<file path="src/rtl/cache_refill_ctrl.sv">
`default_nettype none
// +----------------------------------------------------------------------------+
// | cache_refill_ctrl : single-entry MSHR - victim writeback, refill, tag/LRU  |
// | Rev 1.0                                                                     |
// +----------------------------------------------------------------------------+
module cache_refill_ctrl #(
    parameter int TAG_W  = 28,
    parameter int IDX_W  = 6,
    parameter int DATA_W = 64,
    parameter int BEATS  = 8,
    parameter int WAY_W  = 3
) (
    input  logic                         clk,
    input  logic                         rst,
    input  logic                         miss_valid,
    output logic                         miss_ready,
    input  logic [TAG_W-1:0]             miss_tag,
    input  logic [IDX_W-1:0]             miss_index,
    input  logic [WAY_W-1:0]             miss_way,
    input  logic                         victim_valid,
    input  logic                         victim_dirty,
    input  logic [TAG_W-1:0]             victim_tag,
    output logic                         mshr_valid,
    output logic                         mshr_rw,
    output logic [IDX_W-1:0]             mshr_bank_index,
    output logic [TAG_W-1:0]             mshr_new_tag,
    output logic [WAY_W-1:0]             mshr_way_id,
    output logic                         dram_rd_en,
    output logic [$clog2(BEATS)-1:0]     dram_rd_beat,
    input  logic [DATA_W-1:0]            dram_rd_data,
    output logic                         fill_we,
    output logic [$clog2(BEATS)-1:0]     fill_beat,
    output logic [DATA_W-1:0]            fill_data,
    output logic                         tag_we,
    output logic                         lru_upd,
    output logic                         aw_valid,
    input  logic                         aw_ready,
    output logic [TAG_W+IDX_W+5:0]       aw_addr,
    output logic                         w_valid,
    input  logic                         w_ready,
    output logic [DATA_W-1:0]            w_data,
    output logic                         w_last,
    input  logic                         b_valid,
    output logic                         b_ready,
    input  logic                         b_err,
    output logic                         ar_valid,
    input  logic                         ar_ready,
    output logic [TAG_W+IDX_W+5:0]       ar_addr,
    input  logic                         r_valid,
    output logic                         r_ready,
    input  logic [DATA_W-1:0]            r_data,
    input  logic                         r_last,
    input  logic                         r_err,
    output logic                         done,
    output logic                         done_err
);

    localparam int                BEAT_W    = $clog2(BEATS);
    localparam logic [BEAT_W-1:0] LAST_BEAT = BEAT_W'(BEATS - 1);

    typedef enum logic [2:0] {
        S_IDLE  = 3'd0,
        S_WB_AW = 3'd1,
        S_WB_W  = 3'd2,
        S_WB_B  = 3'd3,
        S_RD_AR = 3'd4,
        S_RD_R  = 3'd5,
        S_FILL  = 3'd6,
        S_DONE  = 3'd7
    } state_t;

    state_t              state_q, state_d;
    logic                mshr_valid_q, mshr_valid_d;
    logic                mshr_rw_q, mshr_rw_d;
    logic [IDX_W-1:0]    index_q, index_d;
    logic [TAG_W-1:0]    new_tag_q, new_tag_d;
    logic [WAY_W-1:0]    way_q, way_d;
    logic [TAG_W-1:0]    victim_tag_q, victim_tag_d;
    logic                err_q, err_d;
    logic [BEAT_W-1:0]   rd_cnt_q, rd_cnt_d;
    logic                rd_all_q, rd_all_d;
    logic                rd_inflight_q, rd_inflight_d;
    logic                buf_full_q, buf_full_d;
    logic [DATA_W-1:0]   buf_data_q, buf_data_d;
    logic [BEAT_W-1:0]   w_cnt_q, w_cnt_d;
    logic [BEAT_W-1:0]   r_cnt_q, r_cnt_d;
    logic                rd_issue;

    // Only one victim read may be outstanding and only into an empty buffer.
    assign rd_issue = (state_q == S_WB_W) && !buf_full_q && !rd_inflight_q && !rd_all_q;

    always_comb begin
        state_d       = state_q;
        mshr_valid_d  = mshr_valid_q;
        mshr_rw_d     = mshr_rw_q;
        index_d       = index_q;
        new_tag_d     = new_tag_q;
        way_d         = way_q;
        victim_tag_d  = victim_tag_q;
        err_d         = err_q;
        rd_cnt_d      = rd_cnt_q;
        rd_all_d      = rd_all_q;
        rd_inflight_d = rd_inflight_q;
        buf_full_d    = buf_full_q;
        buf_data_d    = buf_data_q;
        w_cnt_d       = w_cnt_q;
        r_cnt_d       = r_cnt_q;
        case (state_q)
            S_IDLE: begin
                if (miss_valid) begin
                    index_d      = miss_index;
                    new_tag_d    = miss_tag;
                    way_d        = miss_way;
                    victim_tag_d = victim_tag;
                    mshr_valid_d = 1'b1;
                    err_d        = 1'b0;
                    rd_cnt_d     = '0;
                    rd_all_d     = 1'b0;
                    w_cnt_d      = '0;
                    if (victim_valid && victim_dirty) begin
                        mshr_rw_d = 1'b1;
                        state_d   = S_WB_AW;
                    end else begin
                        state_d   = S_RD_AR;
                    end
                end
            end
            S_WB_AW: begin
                if (aw_ready) state_d = S_WB_W;
            end
            S_WB_W: begin
                if (rd_issue) begin
                    rd_inflight_d = 1'b1;
                    rd_cnt_d      = rd_cnt_q + 1'b1;
                    if (rd_cnt_q == LAST_BEAT) rd_all_d = 1'b1;
                end
                if (rd_inflight_q) begin
                    rd_inflight_d = 1'b0;
                    buf_full_d    = 1'b1;
                    buf_data_d    = dram_rd_data;
                end
                if (buf_full_q && w_ready) begin
                    buf_full_d = 1'b0;
                    w_cnt_d    = w_cnt_q + 1'b1;
                    if (w_cnt_q == LAST_BEAT) state_d = S_WB_B;
                end
            end
            S_WB_B: begin
                if (b_valid) begin
                    err_d     = err_q | b_err;
                    mshr_rw_d = 1'b0;
                    state_d   = S_RD_AR;
                end
            end
            S_RD_AR: begin
                if (ar_ready) begin
                    r_cnt_d = '0;
                    state_d = S_RD_R;
                end
            end
            S_RD_R: begin
                if (r_valid) begin
                    r_cnt_d = r_cnt_q + 1'b1;
                    // The beat counter decides burst end; r_last is only cross-checked.
                    if (r_err || (r_last != (r_cnt_q == LAST_BEAT))) err_d = 1'b1;
                    if (r_cnt_q == LAST_BEAT) state_d = S_FILL;
                end
            end
            S_FILL: state_d = S_DONE;
            S_DONE: begin
                mshr_valid_d = 1'b0;
                state_d      = S_IDLE;
            end
            default: state_d = S_IDLE;
        endcase
    end

    always_ff @(posedge clk or posedge rst) begin
        if (rst) begin
            state_q       <= S_IDLE;
            mshr_valid_q  <= 1'b0;
            mshr_rw_q     <= 1'b0;
            index_q       <= '0;
            new_tag_q     <= '0;
            way_q         <= '0;
            victim_tag_q  <= '0;
            err_q         <= 1'b0;
            rd_cnt_q      <= '0;
            rd_all_q      <= 1'b0;
            rd_inflight_q <= 1'b0;
            buf_full_q    <= 1'b0;
            buf_data_q    <= '0;
            w_cnt_q       <= '0;
            r_cnt_q       <= '0;
        end else begin
            state_q       <= state_d;
            mshr_valid_q  <= mshr_valid_d;
            mshr_rw_q     <= mshr_rw_d;
            index_q       <= index_d;
            new_tag_q     <= new_tag_d;
            way_q         <= way_d;
            victim_tag_q  <= victim_tag_d;
            err_q         <= err_d;
            rd_cnt_q      <= rd_cnt_d;
            rd_all_q      <= rd_all_d;
            rd_inflight_q <= rd_inflight_d;
            buf_full_q    <= buf_full_d;
            buf_data_q    <= buf_data_d;
            w_cnt_q       <= w_cnt_d;
            r_cnt_q       <= r_cnt_d;
        end
    end

    assign miss_ready      = (state_q == S_IDLE);
    assign mshr_valid      = mshr_valid_q;
    assign mshr_rw         = mshr_rw_q;
    assign mshr_bank_index = index_q;
    assign mshr_new_tag    = new_tag_q;
    assign mshr_way_id     = way_q;
    assign dram_rd_en      = rd_issue;
    assign dram_rd_beat    = rd_cnt_q;
    assign aw_valid        = (state_q == S_WB_AW);
    assign aw_addr         = {victim_tag_q, index_q, 6'b0};
    assign w_valid         = (state_q == S_WB_W) && buf_full_q;
    assign w_data          = buf_data_q;
    assign w_last          = w_valid && (w_cnt_q == LAST_BEAT);
    assign b_ready         = (state_q == S_WB_B);
    assign ar_valid        = (state_q == S_RD_AR);
    assign ar_addr         = {new_tag_q, index_q, 6'b0};
    assign r_ready         = (state_q == S_RD_R);
    assign fill_we         = (state_q == S_RD_R) && r_valid;
    assign fill_beat       = r_cnt_q;
    assign fill_data       = r_data;
    assign tag_we          = (state_q == S_FILL);
    assign lru_upd         = (state_q == S_FILL);
    assign done            = (state_q == S_DONE);
    assign done_err        = (state_q == S_DONE) && err_q;

endmodule
`default_nettype wire

</file>
<file path="config.mk">
export PLATFORM = sky130hd
export DESIGN_NAME = cache_refill_ctrl
export DESIGN_NICKNAME = d
export VERILOG_FILES = /design/src/rtl/cache_refill_ctrl.sv
export SDC_FILE = /design/constraint.sdc
export NUM_CORES = 1
export LEC_CHECK = 0
export ABC_AREA = 1
export CORE_AREA = 10 10 174 176
export CTS_CLUSTER_SIZE = 40
export DETAILED_ROUTE_END_ITERATION = 6
export DIE_AREA = 0 0 184 186
export HOLD_SLACK_MARGIN = 0.1
export PLACE_DENSITY = 0.59
export SLEW_MARGIN = 15
export SYNTH_ARGS = -nofsm -noshare
export SYNTH_HDL_FRONTEND = slang
export SYNTH_SLANG_ARGS = --single-unit
</file>
<file path="constraint.sdc">
create_clock -name clk -period 5.18 [get_ports clk]
set_input_delay 0.777 -clock clk [delete_from_list [all_inputs] [get_ports clk]]
set_output_delay 0.777 -clock clk [all_outputs]
set_load 0.03 [all_outputs]
</file>
==> impl_metrics.py, run 1 <==
metrics = {
    "drt": {
        "remaining_drc_errors": 0,
        "vias_per_cell": 4.15,
        "wire_per_inst_um": 17.0,
        "drtAntennaViolNets": 0,
        "firstDrtPassIters": 4,
        "drtIter0Drc": 151,
        "routed_wl_mm": 21.8,
        "vias": 5313,
    },
    "critical_path": {
        "cp-start-kind": "register",
        "slowest_stage": "clkdlybuf4s50_1",
        "critPathLaunch": "state_q[0]$_DFFE_PP0P_",
        "cp.arrival_ps": 2430,
        "worstSetupEndpoint": "dram_rd_en",
        "critPathCaptureType": "primary output",
        "path_cells": "inv_1 > ha_1 > inv_1 > nor2_2 > nand4_1 > inv_1 > clkdlybuf4s50_1",
        "rr_worst_depth": 9,
        "path_class": "register to primary output",
        "critPathMaxFanout": 9,
        "cp_data_required_time_ps": 4400,
        "reg2reg_slack_ps": 2830,
        "crit_path_frequent_cell": "inv_1",
        "r2r-start": "state_q[1]$_DFFE_PP0P_",
        "r2r_end": "dram_rd_beat[1]$_DFFE_PP0P_",
        "slowest_delay_ps": 680,
    },
    "global_route": {
        "grt_pass1_wl_mm": 32.6,
        "grt_pass1_vias": 5592,
        "grt_use_total_pct": 12.2,
        "grt_overflow": 0,
        "grt_start_max_net_pins": 77,
        "antenna_found_initial": 1,
    },
    "place": {
        "dp_hpwl_mm": 16.7,
        "portBuffers": 331,
        "dp.cells": 1248,
        "gp_congestion": 0.759,
    },
    "timing": {
        "finClkSkew_ps": 11.7,
        "fin_tns_setup_ps": 0,
        "grt_setup_unrepaired": "no",
        "hold_viol_final": 0,
        "worst_slew_pin_slew_ps": 969,
        "setup_viol": 0,
        "max_freq_mhz": 312,
        "finalWorstPathRequiredPeriod_ps": 3210,
        "drv_slew": 0,
        "fin_crit_sh_pct": 61.9,
        "relSlewSlack_pct": 35.4,
    },
    "layout": {
        "diodes": 0,
        "post-route-util_pct": 38.8,
        "final_cells": 1280,
        "nets": 1142,
        "syn2layout_area_growth_pct": 49.5,
        "drive_above_1_share_pct": 10.6,
    },
    "run_status": {
        "run_status": "finished clean",
    },
    "logic_synthesis": {
        "async_reset_ff_share_pct": 100,
        "syn_avg_cell_area_um2": 9.90,
        "synth_cell_types": 24,
        "synth_most_common_cell": "nand2_1",
        "synthFlopType": "dfrtp_1",
        "seq_area_frac_synth_pct": 53.1,
        "ys_warn_count": 0,
        "ys_seq_elements": 147,
        "yosysTopAreaCell": "dfrtp_1",
        "synthesis.area_um2": 6930,
        "synth_common_cells": "nand2_1, dfrtp_1, buf_4, mux2_2, inv_1",
        "yosys-top-cells-area": "dfrtp_1, nand2_1, buf_4",
        "synthCells": 700,
        "synth_enable_flop_cells": 0,
        "netlist.area_leader.share_pct": 53.1,
    },
    "clock_tree": {
        "cts_sinks": 147,
        "cts_max_level": 4,
        "clk_latency_ps": 410,
        "hold_buffers": 0,
        "numCtsBuffers": 17,
        "cts-root-buf": "clkbuf_16",
        "cts_setup_buffers": 0,
        "cts_tree": "done",
        "clock_path_buffers": 2,
        "cts.clk_slew.worst_paths_ps": 70,
        "post_cts_resized": 0,
    },
    "power": {
        "power_per_cell_area_nw_per_um2": 737,
        "leakagePower_nw": 4.76,
        "max-vdd-ir-drop_mv": 0.291,
    },
    "floorplan": {
        "die_h_um": 186,
        "dieArea_um2": 34200,
        "core_area_um2": 26700,
        "die_w_um": 184,
        "ios": 472,
        "rows": 60,
        "start_util_pct": 25.9,
    },
    "hold_path": {
        "min_path_type": "register to register",
    },
    "run": {
        "maxCapViolations": 0,
    },
}
-- metal layers --
layer / part of all wire (%) / vias to the layer above / routed length [µm] / track usage [%]
met5: 0.060 / - / 13 / 0
met4: 1.4 / 2 / 308 / 3.64
met3: 12 / 23 / 2600 / 6.57
met2: 48 / 263 / 10300 / 20.0
met1: 39 / 2517 / 8500 / 13.4
li1: - / 2508 / - / -
-- metrics by stage --
step / power, mW / area (µm²) / hold WS [ps] / worst slack (ps)
6_report: 7.63 / 10400 / 468 / 1970
5_1_grt: 8.09 / 10400 / 490 / 1760
4_1_cts: 7.76 / 10400 / 474 / 1920
3_5_place_dp: 6.41 / 9750 / 457 / 2150
3_3_place_gp: 6.37 / 9750 / 453 / 2150
2_1_floorplan: 4.80 / 6970 / 451 / 452
-- registers in the layout, indices dropped and copies added (netlist names), 3 cells and up --
register / flops
w_data: 64
fill_beat: 3
mshr_way_id: 3
victim_tag_q: 28
mshr_new_tag: 28
state_q: 3
mshr_bank_index: 6
dram_rd_beat: 3
w_cnt_q: 3
-- power breakdown --
part	internal, mW	switching (mW)	total (mW)	leakage, nW
Sequential	1.71	0.360	2.07	1.78
Combinational	1.77	2.48	4.25	2.69
Clock	0.781	0.530	1.31	0.292
-- cells in the final DEF, fill, tap and decap left out, drive strengths merged --
cell / netlist / final
mux2: 65 / 65
clkdlybuf4s50: 0 / 331
inv: 34 / 38
clkinv: 0 / 3
conb: 1 / 12
a31oi: 1 / 1
ha: 10 / 10
buf: 138 / 3
nor2: 19 / 19
a21oi: 4 / 4
clkinvlp: 0 / 3
nand4: 1 / 1
clkbuf: 0 / 19
nand2: 250 / 250
dfrtp: 147 / 147
o21ai: 16 / 16
nor3: 2 / 2
bufinv: 0 / 3
nand3: 12 / 12
-- cell families (layout without fill, tap and decap cells) --
kind of cell               Yosys count  after routing  share of synthesized area [%]
buffers and inverters              172            400                           16.5
DFF                                147            147                           53.1
AOI/OAI and AO/OA                   21             21                           1.59
other                                1             12                         0.0541
adders and majority gates           10             10                           1.81
and+or+nand+nor                    284            284                           15.9
muxes                               65             65                           11.1
-- critical path: cells and delay by family (launching register included) --
family,cells,cell delay (ps)
DFF,1,410
and+or+nand+nor,2,450
buffers and inverters,4,920
adders and majority gates,1,250
-- how the worst min path moves through the flow --
stage	from	endpoint	slack [ps]	cells after the start
6_report	w_data[30]$_DFFE_PP0P_	w_data[30]$_DFFE_PP0P_	470	2
5_1_grt	w_data[2]$_DFFE_PP0P_	w_data[2]$_DFFE_PP0P_	490	2
4_1_cts	w_data[41]$_DFFE_PP0P_	w_data[41]$_DFFE_PP0P_	470	2
3_5_place_dp	w_data[41]$_DFFE_PP0P_	w_data[41]$_DFFE_PP0P_	460	2
3_3_place_gp	w_data[42]$_DFFE_PP0P_	w_data[42]$_DFFE_PP0P_	450	2
2_1_floorplan	w_cnt_q[0]$_DFFE_PP0P_	w_cnt_q[0]$_DFFE_PP0P_	450	1
-- area by class of cell --
| cell class | instances | area (µm²) |
|---|---|---|
| clock inverters | 13 | 173 |
| inverters | 34 | 133 |
| clock buffers | 19 | 443 |
| repair buffers | 334 | 3350 |
| multi-input cells | 392 | 2160 |
| flip-flops and latches | 147 | 3680 |
| fillers | 2660 | 16400 |
| well taps | 341 | 427 |
No activity file was read; power rests on OpenSTA's default activity.
==> run 2, diff against run 1 <==
--- a/config.mk
+++ b/config.mk
@@ -11,7 +11,7 @@
 export DETAILED_ROUTE_END_ITERATION = 6
 export DIE_AREA = 0 0 184 186
 export HOLD_SLACK_MARGIN = 0.1
-export PLACE_DENSITY = 0.59
+export PLACE_DENSITY = 0.61
 export SLEW_MARGIN = 15
 export SYNTH_ARGS = -nofsm -noshare
 export SYNTH_HDL_FRONTEND = slang
==> constraint.sdc (replaced) <==
create_clock -name clk -period 2.9 [get_ports clk]
set_input_delay 0.435 -clock clk [delete_from_list [all_inputs] [get_ports clk]]
set_output_delay 0.435 -clock clk [all_outputs]
set_load 0.03 [all_outputs]
==> impl_metrics.py, run 2 (synthesized netlist as in run 1, its figures left out) <==
metrics = {
    "clock_tree": {
        "clk_latency_ps": 420,
        "cts-root-buf": "clkbuf_16",
        "cts_sinks": 147,
        "cts.clk_slew.worst_paths_ps": 70,
        "hold_buffers": 0,
        "cts_tree": "done",
        "numCtsBuffers": 17,
        "cts_max_level": 4,
        "clock_path_buffers": 2,
    },
    "place": {
        "dp.cells": 1251,
        "portBuffers": 331,
        "dp_hpwl_mm": 16.6,
        "dp_slack_ps": 559,
        "gp_congestion": 0.823,
    },
    "floorplan": {
        "ios": 472,
        "start_util_pct": 25.9,
        "die_h_um": 186,
        "dieArea_um2": 34200,
        "die_w_um": 184,
        "rows": 60,
        "core_area_um2": 26700,
    },
    "global_route": {
        "grt_overflow": 0,
        "grt_start_max_net_pins": 77,
        "antenna_found_initial": 0,
        "grt_pass1_wl_mm": 32.4,
        "grt_use_total_pct": 12.1,
        "grt_pass1_vias": 5452,
    },
    "critical_path": {
        "critPathCaptureType": "primary output",
        "cp-start-kind": "register",
        "cp_data_required_time_ps": 2470,
        "cp_num_buf_inv": 2,
        "critPathMaxFanout": 5,
        "critPathLaunch": "state_q[0]$_DFFE_PP0P_",
        "path_class": "register to primary output",
        "cp.arrival_ps": 2300,
        "rr_worst_depth": 7,
        "slowest_delay_ps": 720,
        "slowest_stage": "clkdlybuf4s50_1",
        "path_cells": "inv_1 > ha_1 > nand2_1 > nor3_1 > clkdlybuf4s50_1",
        "path_delay_family": "buffers and inverters",
        "path_depth": 5,
        "r2r-start": "state_q[0]$_DFFE_PP0P_",
    },
    "layout": {
        "final_cells": 1283,
        "fill_cells": 2644,
        "seqCellArea_um2": 3680,
        "nets": 1145,
        "largest_register_ffs": 64,
        "layout_common_cells": "clkdlybuf4s50_1, nand2_1, dfrtp_1, mux2_2, inv_1",
        "multi_input_area_um2": 2160,
        "syn2layout_area_growth_pct": 50.1,
        "diodes": 0,
        "drive_above_1_share_pct": 10.9,
        "final_common_cell": "clkdlybuf4s50_1",
    },
    "timing": {
        "setup_viol": 0,
        "relSlewSlack_pct": 53.7,
        "drv_slew": 0,
        "worst_slack_ps": 160,
        "grt_setup_unrepaired": "no",
        "max_freq_mhz": 365,
        "worst_hold_slack_ps": 468,
        "hold_viol_final": 0,
        "fin_crit_sh_pct": 94.5,
        "fin_tns_setup_ps": 0,
        "worst_slew_pin_slew_ps": 695,
        "finalWorstPathRequiredPeriod_ps": 2740,
        "finClkSkew_ps": 16.7,
    },
    "run": {
        "maxCapViolations": 0,
    },
    "drt": {
        "drtAntennaViolNets": 0,
        "remaining_drc_errors": 0,
        "vias_per_cell": 4.09,
        "vias": 5248,
        "drtIter0Drc": 213,
        "firstDrtPassIters": 4,
        "routed_wl_mm": 21.3,
        "wire_per_inst_um": 16.6,
    },
    "power": {
        "leakagePower_nw": 4.81,
        "power.total_mw": 13.6,
        "p_clk_share_pct": 16.7,
        "power_per_cell_area_nw_per_um2": 1310,
        "comb_power_share_pct": 56.1,
        "p_seq_share_pct": 27.2,
        "swShare_pct": 44.4,
        "max-vdd-ir-drop_mv": 0.494,
        "p_int_mw": 7.55,
        "power_switching_mw": 6.03,
    },
    "hold_path": {
        "worstHoldStart": "w_data[30]$_DFFE_PP0P_",
        "min_path_type": "register to register",
        "whs_path_depth": 2,
    },
    "run_status": {
        "run_status": "finished clean",
    },
}
## run 2: changes by cell type in the layout (fill, tap and decap cells not counted), sizes merged
cell           before  now
clkinvlp            3    5
buf                 3    6
dlymetal6s2s        0    2
clkdlybuf4s50     331  329
bufinv              3    2
clkinv              3    2
## run 2: repair_timing
item / CTS / global route
resized for setup: 0 / 2
buffers inserted: 0 / 0
setup endpoints to repair: 0 / 2
## run 2: area by class of cell
| cell class | instances | share of cell area, % |
|---|---|---|
| Inverter | 34 | 1.26 |
| Timing Repair Buffer | 337 | 32.8 |
| Clock inverter | 13 | 1.44 |
| Multi-Input combinational cell | 392 | 20.8 |
| Clock buffer | 19 | 4.26 |
| Sequential cell | 147 | 35.4 |
| Tap cell | 341 | 4.10 |
## run 2: stage by stage
step	utilization, %	instance area, µm²
2_1_floorplan	-	6980
3_3_place_gp	36.7	9810
3_5_place_dp	36.7	9810
4_1_cts	38.9	10400
5_1_grt	38.9	10400
6_report	38.9	10400
## run 2: power by group through the flow
stage / clock network [mW] / registers (mW) / logic (mW)
after floorplan: 0 / 5.52 / 3.06
after global placement: 0 / 3.70 / 7.67
after detailed placement: 0 / 3.74 / 7.74
after CTS: 2.35 / 3.71 / 7.75
after global routing: 2.45 / 3.85 / 8.15
final: 2.27 / 3.70 / 7.62
## run 2: worst reg2reg max path, delay by kind of cell, from the launching register on
family,cells,cell delay [ps]
adder cells (fa/ha/maj),1,280
buffers and inverters,3,480
AND/OR/NAND/NOR,2,390
flip-flops,1,390
multiplexers,1,400
## run 2: routing by layer
layer	vias up	track usage, %	share of wire, %
li1	2514	-	-
met1	2454	13.8	40
met2	253	19.3	47
met3	27	6.02	12
met4	0	3.80	1.6
met5	-	0	0
## run 2: worst paths after layout
check	end	slack (ps)
max	w_last	160
min	w_data[30]$_DFFE_PP0P_	470
max reg2reg	mshr_bank_index[3]$_DFFE_PP0P_	830
min reg2reg	w_data[30]$_DFFE_PP0P_	470
max in group asynchronous	mshr_way_id[0]$_DFFE_PP0P_	2010
min in group asynchronous	w_data[39]$_DFFE_PP0P_	490
